**config.mk**
```make
export PLATFORM = sky130hd
export DESIGN_NAME = seq_mul_16bit
export DESIGN_NICKNAME = d
export VERILOG_FILES = /design/src/rtl/seq_mul_16bit_pkg.sv /design/src/rtl/cla_adder_16bit.sv /design/src/rtl/seq_mul_16bit.sv
export SDC_FILE = /design/constraint.sdc
export NUM_CORES = 1
export LEC_CHECK = 0
export ABC_AREA = 1
export BUFFER_PORTS_ARGS = -buffer_cell sky130_fd_sc_hd__buf_4
export CAP_MARGIN = 20
export CORE_ASPECT_RATIO = 1.5
export CORE_MARGIN = 4
export CORE_UTILIZATION = 35
export CTS_BUF_LIST = sky130_fd_sc_hd__clkbuf_16
export CTS_CLUSTER_DIAMETER = 40
export DETAILED_ROUTE_END_ITERATION = 10
export HOLD_SLACK_MARGIN = 0.03
export MAX_ROUTING_LAYER = met4
export PLACE_DENSITY_LB_ADDON = 0.12
export SLEW_MARGIN = 20
export SYNTH_ARGS = -nofsm -noshare
export SYNTH_HDL_FRONTEND = slang
export SYNTH_SLANG_ARGS = --single-unit
```
**constraint.sdc**
```tcl
create_clock -name clk -period 2.2 [get_ports clk]
set_input_delay 0.33 -clock clk [delete_from_list [all_inputs] [get_ports clk]]
set_output_delay 0.33 -clock clk [all_outputs]
set_load 0.02 [all_outputs]
```
**src/rtl/seq_mul_16bit_pkg.sv**
```systemverilog
// Shared definitions for the Zilla ALU sequential multiplier: FSM state encodings and widths.
package seq_mul_16bit_pkg;

  localparam int unsigned MulW    = 16;
  localparam int unsigned MulCntW = 4;

  typedef enum logic [1:0] {
    StIdle = 2'd0,
    StRun  = 2'd1,
    StDone = 2'd2
  } state_e;

endpackage

```
**src/rtl/cla_adder_16bit.sv**
```systemverilog
// 16-bit carry-lookahead adder: four 4-bit lookahead groups with a second-level group lookahead.
module cla_adder_16bit (
  input  logic [15:0] ain,
  input  logic [15:0] bin,
  input  logic        cin,
  output logic [15:0] sum,
  output logic        cout
);

  logic [15:0] g;
  logic [15:0] p;
  logic [16:0] c;
  logic [3:0]  gg;
  logic [3:0]  pg;

  always_comb begin
    g  = ain & bin;
    p  = ain ^ bin;
    c  = '0;
    gg = '0;
    pg = '0;
    c[0] = cin;
    for (int k = 0; k < 4; k++) begin
      gg[k] = g[4*k+3] | (p[4*k+3] & g[4*k+2]) | (p[4*k+3] & p[4*k+2] & g[4*k+1]) |
              (p[4*k+3] & p[4*k+2] & p[4*k+1] & g[4*k]);
      pg[k] = &p[4*k +: 4];
    end
    // Group carries come straight from group generate/propagate, not from a ripple chain.
    c[4]  = gg[0] | (pg[0] & c[0]);
    c[8]  = gg[1] | (pg[1] & gg[0]) | (pg[1] & pg[0] & c[0]);
    c[12] = gg[2] | (pg[2] & gg[1]) | (pg[2] & pg[1] & gg[0]) | (pg[2] & pg[1] & pg[0] & c[0]);
    c[16] = gg[3] | (pg[3] & gg[2]) | (pg[3] & pg[2] & gg[1]) | (pg[3] & pg[2] & pg[1] & gg[0]) |
            (pg[3] & pg[2] & pg[1] & pg[0] & c[0]);
    for (int k = 0; k < 4; k++) begin
      c[4*k+1] = g[4*k] | (p[4*k] & c[4*k]);
      c[4*k+2] = g[4*k+1] | (p[4*k+1] & g[4*k]) | (p[4*k+1] & p[4*k] & c[4*k]);
      c[4*k+3] = g[4*k+2] | (p[4*k+2] & g[4*k+1]) | (p[4*k+2] & p[4*k+1] & g[4*k]) |
                 (p[4*k+2] & p[4*k+1] & p[4*k] & c[4*k]);
    end
    sum  = p ^ c[15:0];
    cout = c[16];
  end

endmodule

```
**src/rtl/seq_mul_16bit.sv**
```systemverilog
// Iterative shift-add multiplier producing the low 16 bits of ain*bin, one partial-product
// add per cycle through a CLA, with valid/ready handshakes on operands and result.
module seq_mul_16bit
  import seq_mul_16bit_pkg::*;
#(
  parameter bit EARLY_TERM = 1'b0
) (
  input  logic            clk,
  input  logic            rst_n,
  input  logic            in_valid,
  output logic            in_ready,
  input  logic [MulW-1:0] ain,
  input  logic [MulW-1:0] bin,
  output logic            busy,
  output logic            res_valid,
  input  logic            res_ready,
  output logic [MulW-1:0] product
);

  state_e               state_q, state_d;
  logic [MulW-1:0]      acc_q, acc_d;
  logic [MulW-1:0]      mcand_q, mcand_d;
  logic [MulW-1:0]      mplier_q, mplier_d;
  logic [MulCntW-1:0]   cnt_q, cnt_d;
  logic [MulW-1:0]      add_sum;
  logic                 unused_cout;

  cla_adder_16bit u_adder (
    .ain  (acc_q),
    .bin  (mcand_q),
    .cin  (1'b0),
    .sum  (add_sum),
    .cout (unused_cout)
  );

  always_ff @(posedge clk) begin
    if (!rst_n) begin
      state_q  <= StIdle;
      acc_q    <= '0;
      mcand_q  <= '0;
      mplier_q <= '0;
      cnt_q    <= '0;
    end else begin
      state_q  <= state_d;
      acc_q    <= acc_d;
      mcand_q  <= mcand_d;
      mplier_q <= mplier_d;
      cnt_q    <= cnt_d;
    end
  end

  always_comb begin
    state_d  = state_q;
    acc_d    = acc_q;
    mcand_d  = mcand_q;
    mplier_d = mplier_q;
    cnt_d    = cnt_q;
    unique case (state_q)
      StIdle: begin
        if (in_valid) begin
          mcand_d  = ain;
          mplier_d = bin;
          acc_d    = '0;
          cnt_d    = '0;
          state_d  = StRun;
        end
      end
      StRun: begin
        acc_d    = mplier_q[0] ? add_sum : acc_q;
        mcand_d  = mcand_q << 1;
        mplier_d = mplier_q >> 1;
        cnt_d    = cnt_q + 1'b1;
        // Early exit once no set multiplier bits remain to be added.
        if ((cnt_q == '1) || (EARLY_TERM && (mplier_d == '0))) begin
          state_d = StDone;
        end
      end
      StDone: begin
        if (res_ready) begin
          state_d = StIdle;
        end
      end
      default: state_d = StIdle;
    endcase
  end

  assign in_ready  = (state_q == StIdle);
  assign busy      = (state_q == StRun);
  assign res_valid = (state_q == StDone);
  assign product   = acc_q;

endmodule

```
### After elaboration in Yosys (flattened, before gate mapping)

Index checks and enable logic that the tools add are counted.

| word-level totals | value |
|---|---|
| bits in registers | 54 |
| bits of input ports | 36 |
| output and inout port bits | 19 |
| word-level logic and storage cells | 119 |

| cells by class | value |
|---|---|
| add/sub/neg operators | 1 |
| equal/unequal tests | 7 |
| muxes and demuxes | 13 |
| bitwise operators | 86 |
| reductions and logical operators | 7 |

Operators by type and width:

| kind | count |
|---|---|
| $pmux 16 s2 | 3 |
| $mux 16 | 4 |
| $and 1x1->1 | 50 |
| $or 1x1->1 | 33 |
| $xor 16x16->16 | 2 |
| $and 15x15->15 | 1 |
| $pmux 4 s2 | 1 |
| $reduce_and 4->1 | 2 |
| $mux 2 | 3 |
| $ne 2x1->1 const B | 3 |
| $pmux 2 s3 | 1 |
| $reduce_and 3->1 | 2 |
| $add 4x1->4 const B | 1 |
| $eq 4x4->1 const B | 1 |
| $mux 4 | 1 |
| $eq 2x1->1 const B | 1 |
| $eq 2x2->1 const B | 1 |
| $logic_not 2->1 | 1 |
| $ne 2x2->1 const B | 1 |
| $reduce_and 2->1 | 1 |
| $reduce_bool 2->1 | 1 |

### Depth between registers and ports, before layout

| logic depth | value |
|---|---|
| depth in word-level cells | 13 |
| mapped depth | 12 |
| mapped depth without buffers | 12 |

### Hierarchy

From an unflattened synthesis, not the netlist that was laid out.

| second synthesis, totals | value |
|---|---|
| cells, all modules | 532 |
| area total of the unflattened synthesis | 3617.2 um2 |

Modules (own cells, without submodules):

| module | times used | cells each | area each (um2) | sequential area each (um2) |
|---|---|---|---|---|
| seq_mul_16bit | 1 | 414 | 2841.5 | 1081.0 |
| cla_adder_16bit | 1 | 118 | 775.7 | 0.0 |

### Worst setup path after synthesis

Ideal clock, no wire load.

| timing path | value |
|---|---|
| kind | register to register |
| start point | register acc_q[3] (netlist: product[3]) |
| end point | register acc_q[12] (netlist: product[12]) |
| library setup time | 0.065 ns |
| arrival time | 1.990 ns |
| required time | 2.135 ns |
| path slack | 0.145 ns |
| stages on the path, launching flop included | 12 |
| path buffers | 0 |
| clock period less this slack | 2.055 ns |
| cells stage by stage | dfxtp_1 -> ha_1 -> or2_0 -> nand2_1 -> nand2_2 -> nand2_1 -> nand3_1 -> inv_1 -> fa_1 -> o22ai_1 -> inv_1 -> nor2_1 |

| between the ends | value |
|---|---|
| cells in the longest elaborated chain, start to end | 10 |
| elaborated cells on any way between the ends | 15 |
| those cells by class | 2 x mux; 13 x bitwise |

RTL lines:

| item | RTL line | RTL |
|---|---|---|
| start: declaration | seq_mul_16bit.sv:21 | `logic [MulW-1:0] acc_q, acc_d;` |
| start signal: assignment | seq_mul_16bit.sv:39 | `acc_q <= '0;` |
| start signal: assignment | seq_mul_16bit.sv:45 | `acc_q <= acc_d;` |
| $xor 16x16->16 | cla_adder_16bit.sv:18 | `p = ain ^ bin;` |
| $and 1x1->1 (on tied branches) | cla_adder_16bit.sv:24, cla_adder_16bit.sv:25 |  |
| $or 1x1->1 (tied with other cells) | cla_adder_16bit.sv:24 | `gg[k] = g[4*k+3] \| (p[4*k+3] & g[4*k+2]) \| (p[4*k+3] & p[4*k+2] & g[4*k+1]) \|` |
| $or 1x1->1 or $and 1x1->1 (tied branches) | cla_adder_16bit.sv:24, cla_adder_16bit.sv:25 |  |
| $or 1x1->1 (*) | cla_adder_16bit.sv:24 |  |
| $and 1x1->1 (*) | cla_adder_16bit.sv:31 | `c[12] = gg[2] \| (pg[2] & gg[1]) \| (pg[2] & pg[1] & gg[0]) \| (pg[2] & pg[1] & pg[0] & c[0]);` |
| $or 1x1->1 (*) | cla_adder_16bit.sv:31 |  |
| $xor 16x16->16 (*) | cla_adder_16bit.sv:40 | `sum = p ^ c[15:0];` |
| $mux 16 (*) | seq_mul_16bit.sv:69 | `acc_d = mplier_q[0] ? add_sum : acc_q;` |
| $pmux 16 s2 (*) | seq_mul_16bit.sv:58 | `unique case (state_q)` |

Mark *: on every way between the ends. The rest lies on a longest branch, timed or not. The select of a mux whose other input is x is not followed.
A chain may end at the register's enable or synchronous reset.

### Worst setup path after layout

| timing path | value |
|---|---|
| start point | register mcand_q[3] |
| end point | register acc_q[12] (netlist: product[12]) |

| between the ends | value |
|---|---|
| cells in the longest elaborated chain, start to end | 10 |
| elaborated cells on any way between the ends | 15 |
| those cells by class | 2 x mux; 13 x bitwise |

RTL lines:

| item | RTL line | RTL |
|---|---|---|
| start: declaration | seq_mul_16bit.sv:22 | `logic [MulW-1:0] mcand_q, mcand_d;` |
| start signal: assignment | seq_mul_16bit.sv:46 | `mcand_q <= mcand_d;` |
| $xor 16x16->16 | cla_adder_16bit.sv:18 |  |
| $and 1x1->1 (on tied branches) | cla_adder_16bit.sv:24, cla_adder_16bit.sv:25 |  |
| $or 1x1->1 (tied with other cells) | cla_adder_16bit.sv:24 |  |
| $or 1x1->1 or $and 1x1->1 (tied branches) | cla_adder_16bit.sv:24, cla_adder_16bit.sv:25 |  |
| $or 1x1->1 (*) | cla_adder_16bit.sv:24 |  |
| $and 1x1->1 (*) | cla_adder_16bit.sv:31 |  |
| $or 1x1->1 (*) | cla_adder_16bit.sv:31 |  |
| $xor 16x16->16 (*) | cla_adder_16bit.sv:40 |  |
| $mux 16 (*) | seq_mul_16bit.sv:69 |  |
| $pmux 16 s2 (*) | seq_mul_16bit.sv:58 |  |

Marked as above.

==> impl_metrics.json <==
{
  "status": "finished clean",
  "path_common_cell": "nand2_1",
  "layoutNonFillerInstCount": 547,
  "final_util_pct": 44.5,
  "dr.pass1.iters": 4,
  "synth_cells": 392,
  "worst_path_max_delay_cell": "dfxtp_1",
  "period_share_pct": 92.5,
  "worstReg2RegStart": "mcand_q[3]",
  "synthTopCellsByCount": "nand2_1, dfxtp_1, a21oi_1, inv_1, a22oi_1",
  "grt_start_max_net_pins": 36,
  "hp-class": "input pin to flip-flop",
  "critPathLaunchType": "flip-flop",
  "place.gp.congestion": 0.854,
  "cts_setup_buffers": 0,
  "wl_per_cell_um": 13.6,
  "cts.sinks": 54,
  "area_growth_pct": 23.0,
  "holdWs_ns": 0.297,
  "path_buf_inv": 2,
  "vias_per_cell": 4.87,
  "synth_top_family_by_area": "simple AND/OR/NAND/NOR gates",
  "dieArea_sq_mm": 0.00988,
  "cts_root_buffer": "clkbuf_16",
  "n_antenna_cell": 0,
  "max_slew_margin_pct": 64.5,
  "crit_path_end_kind": "flip-flop",
  "r2r_slack_ns": 0.16,
  "yosys_warnings": 0,
  "die_x_um": 82.5,
  "via_count": 2662,
  "setup_tns_ns": 0,
  "drt_iter0_drc": 103,
  "crit_chain": "ha_4 -> or2_0 -> nand2_1 -> nand2_2 -> nand2_1 -> nand3_2 -> inv_2 -> fa_1 -> o22ai_1 -> inv_1 -> nor2_1",
  "max_cap_violations": 0,
  "core_sq_mm": 0.00806,
  "grt_util_all_layers_pct": 16.8,
  "clkSlewWorstSetupHoldPaths_ns": 0.07,
  "vdd_ir_drop_max_v": 0.000361,
  "clock_skew_ns": 0.00844,
  "wirelength_mm": 7.44,
  "hold-path-endpoint": "mplier_q[15]",
  "synthDistinctLibCells": 32,
  "synth_seq_cells": 54,
  "fmax_mhz": 491,
  "crit_type": "flip-flop to flip-flop",
  "setup_viol": 0,
  "worst_hold_startpoint": "bin[15]",
  "first_global_vias": 2684,
  "hold_viol": 0,
  "synth_area_sq_mm": 0.00291,
  "cp_slowest_stage_delay_ns": 0.41,
  "crit_family": "adder cells",
  "dp_hpwl_mm": 5.28,
  "cts_buffers": 5,
  "rsz0062_at_grt": "false",
  "fin_crit_ns": 2.04,
  "tightest_slew_ns": 0.533,
  "yosys.area_share.simple_pct": 25.2,
  "dp_cells": 539,
  "synth-compound-area-share_pct": 18.0,
  "grt-ovfl-total": 0,
  "hold_depth": 3,
  "cts_tree": "done",
  "total_power_uw": 2270,
  "io_buffer_count": 54,
  "power.leakage_uw": 0.00174,
  "synth_ff_type": "dfxtp_1",
  "rr_worst_depth": 11,
  "die_h_um": 120,
  "yosysMostFrequentCell": "nand2_1",
  "path_max_fanout": 4,
  "async_reset_ff_share_pct": 0,
  "drive_gt1_share_pct": 19.0,
  "drcViolationCount": 0,
  "synthMuxAreaShare_pct": 0,
  "critPathRequiredTime_ns": 2.45,
  "slew_violations": 0,
  "placementRows": 40,
  "synth_edf_count": 0,
  "r2r_end": "product[12]",
  "synth_adder_area_share_pct": 9.62,
  "initial_utilization_pct": 36.2,
  "synth_area_leaders": "dfxtp_1, nand2_1, a21oi_1",
  "powerDensity_mw_per_mm2": 633,
  "synth-xor-area-share_pct": 0.601,
  "clockBufferDepth": 2,
  "holdBufCountCts": 0,
  "yosysSeqAreaShare_pct": 37.1,
  "grt_pass1_wl_mm": 12.5,
  "cts_max_level": 2,
  "ioPinCount": 55,
  "layout.nets": 497,
  "clkLatencyLatePin_ns": 0.30,
  "antenna_left": 0,
  "ff_latch_area_sq_mm": 0.00108,
  "multi_input_area_sq_mm": 0.00161,
  "synth_top_area_cell": "dfxtp_1",
  "worstPathArrival_ns": 2.28,
  "syn_nets": 448,
  "antenna_found_initial": 0,
  "synth_top_area_share_pct": 37.1,
  "fillers": 865,
  "avgSynthCellArea_sq_um": 7.43
}
-- tightest hold or removal path, cell delays in order --
cell	delay, ns
buf_4	0.11
nand2_1	0.05
a21oi_1	0.05
-- placed cells by master, fill, tap and decap left out --
cell / Yosys / final
a22oi_1: 23 / 23
inv_8: 1 / 1
o22ai_1: 1 / 1
nand4_1: 2 / 2
o21ai_0: 8 / 8
a22oi_2: 1 / 1
xor2_1: 1 / 1
nand2_4: 2 / 2
nor3_1: 2 / 2
nand3_2: 0 / 1
clkbuf_16: 0 / 5
buf_4: 3 / 58
nor2_2: 1 / 1
a31oi_1: 4 / 4
inv_2: 2 / 3
inv_1: 38 / 38
o21ai_1: 8 / 8
xnor2_1: 1 / 1
inv_4: 1 / 1
buf_12: 0 / 1
or2_0: 1 / 1
nor2_8: 3 / 3
a21oi_1: 43 / 43
nor2_1: 20 / 20
o211ai_2: 1 / 1
ha_1: 16 / 12
nand2_1: 119 / 119
dfxtp_1: 54 / 54
ha_4: 0 / 4
clkinv_2: 0 / 1
clkinv_1: 0 / 1
nand2_2: 1 / 1
fa_1: 4 / 4
nand3_1: 16 / 15
nand3b_1: 1 / 1
-- metal layers --
layer | wire, um | share of wire, % | vias up | global-route usage [%]
met5 | 0 | 0 | - | -
met4 | 170 | 2.3 | 0 | 6.85
met3 | 360 | 4.8 | 14 | 3.08
met2 | 3800 | 51 | 51 | 28.4
met1 | 3110 | 42 | 1211 | 19.1
li1 | - | - | 1386 | -
-- layout make-up --
class,instances,area share [%]
multi-input cells,279,44.9
inverters,42,4.68
clock inverters,3,0.349
clock buffers,5,3.49
well taps,105,3.67
repair buffers,59,12.7
flip-flops and latches,54,30.2
-- stage by stage --
stage / area (sq um) / worst slack, ns
6_report: 3580 / 0.165
5_1_grt: 3580 / 0.0249
4_1_cts: 3530 / 0.0793
3_5_place_dp: 3390 / 0.0975
3_3_place_gp: 3390 / 0.149
2_1_floorplan: 2910 / 0.145
-- worst max path at each step --
stage	startpoint	end	slack, ns	cells after the start
global route	mcand_q[3]	product[9]	0.02	10
detailed placement	product[3]	product[12]	0.1	11
floorplan	product[3]	product[12]	0.14	11
CTS	product[3]	product[12]	0.08	11
finish	mcand_q[3]	product[12]	0.16	11
global placement	product[3]	product[12]	0.15	11
-- timing repair --
item / CTS / global route
gates resized for setup: 0 / 6
hold endpoints to repair: 0 / 0
endpoints found under the setup margin: 0 / 3
-- logic make-up after synthesis --
kind of cell,after synthesis
AO/OA/AOI/OAI,89
adder cells (fa/ha/maj),20
XOR/XNOR,2
AND/OR/NAND/NOR,168
flip-flops,54
buffers and inverters,59
-- power breakdown --
part           switching (uW)  leakage, uW  internal [uW]  total, uW
Sequential               50.4     0.000442           1030       1080
Combinational             235      0.00123            170        405
Clock                     366    0.0000724            413        780
Total                     651      0.00174           1620       2270
-- registers in the layout (all words and copies together) (netlist names) --
register and flops:
mplier_q 16, cnt_q 4, mcand_q 16, state_q 2
product 16
No activity file was read; power rests on OpenSTA's default activity.
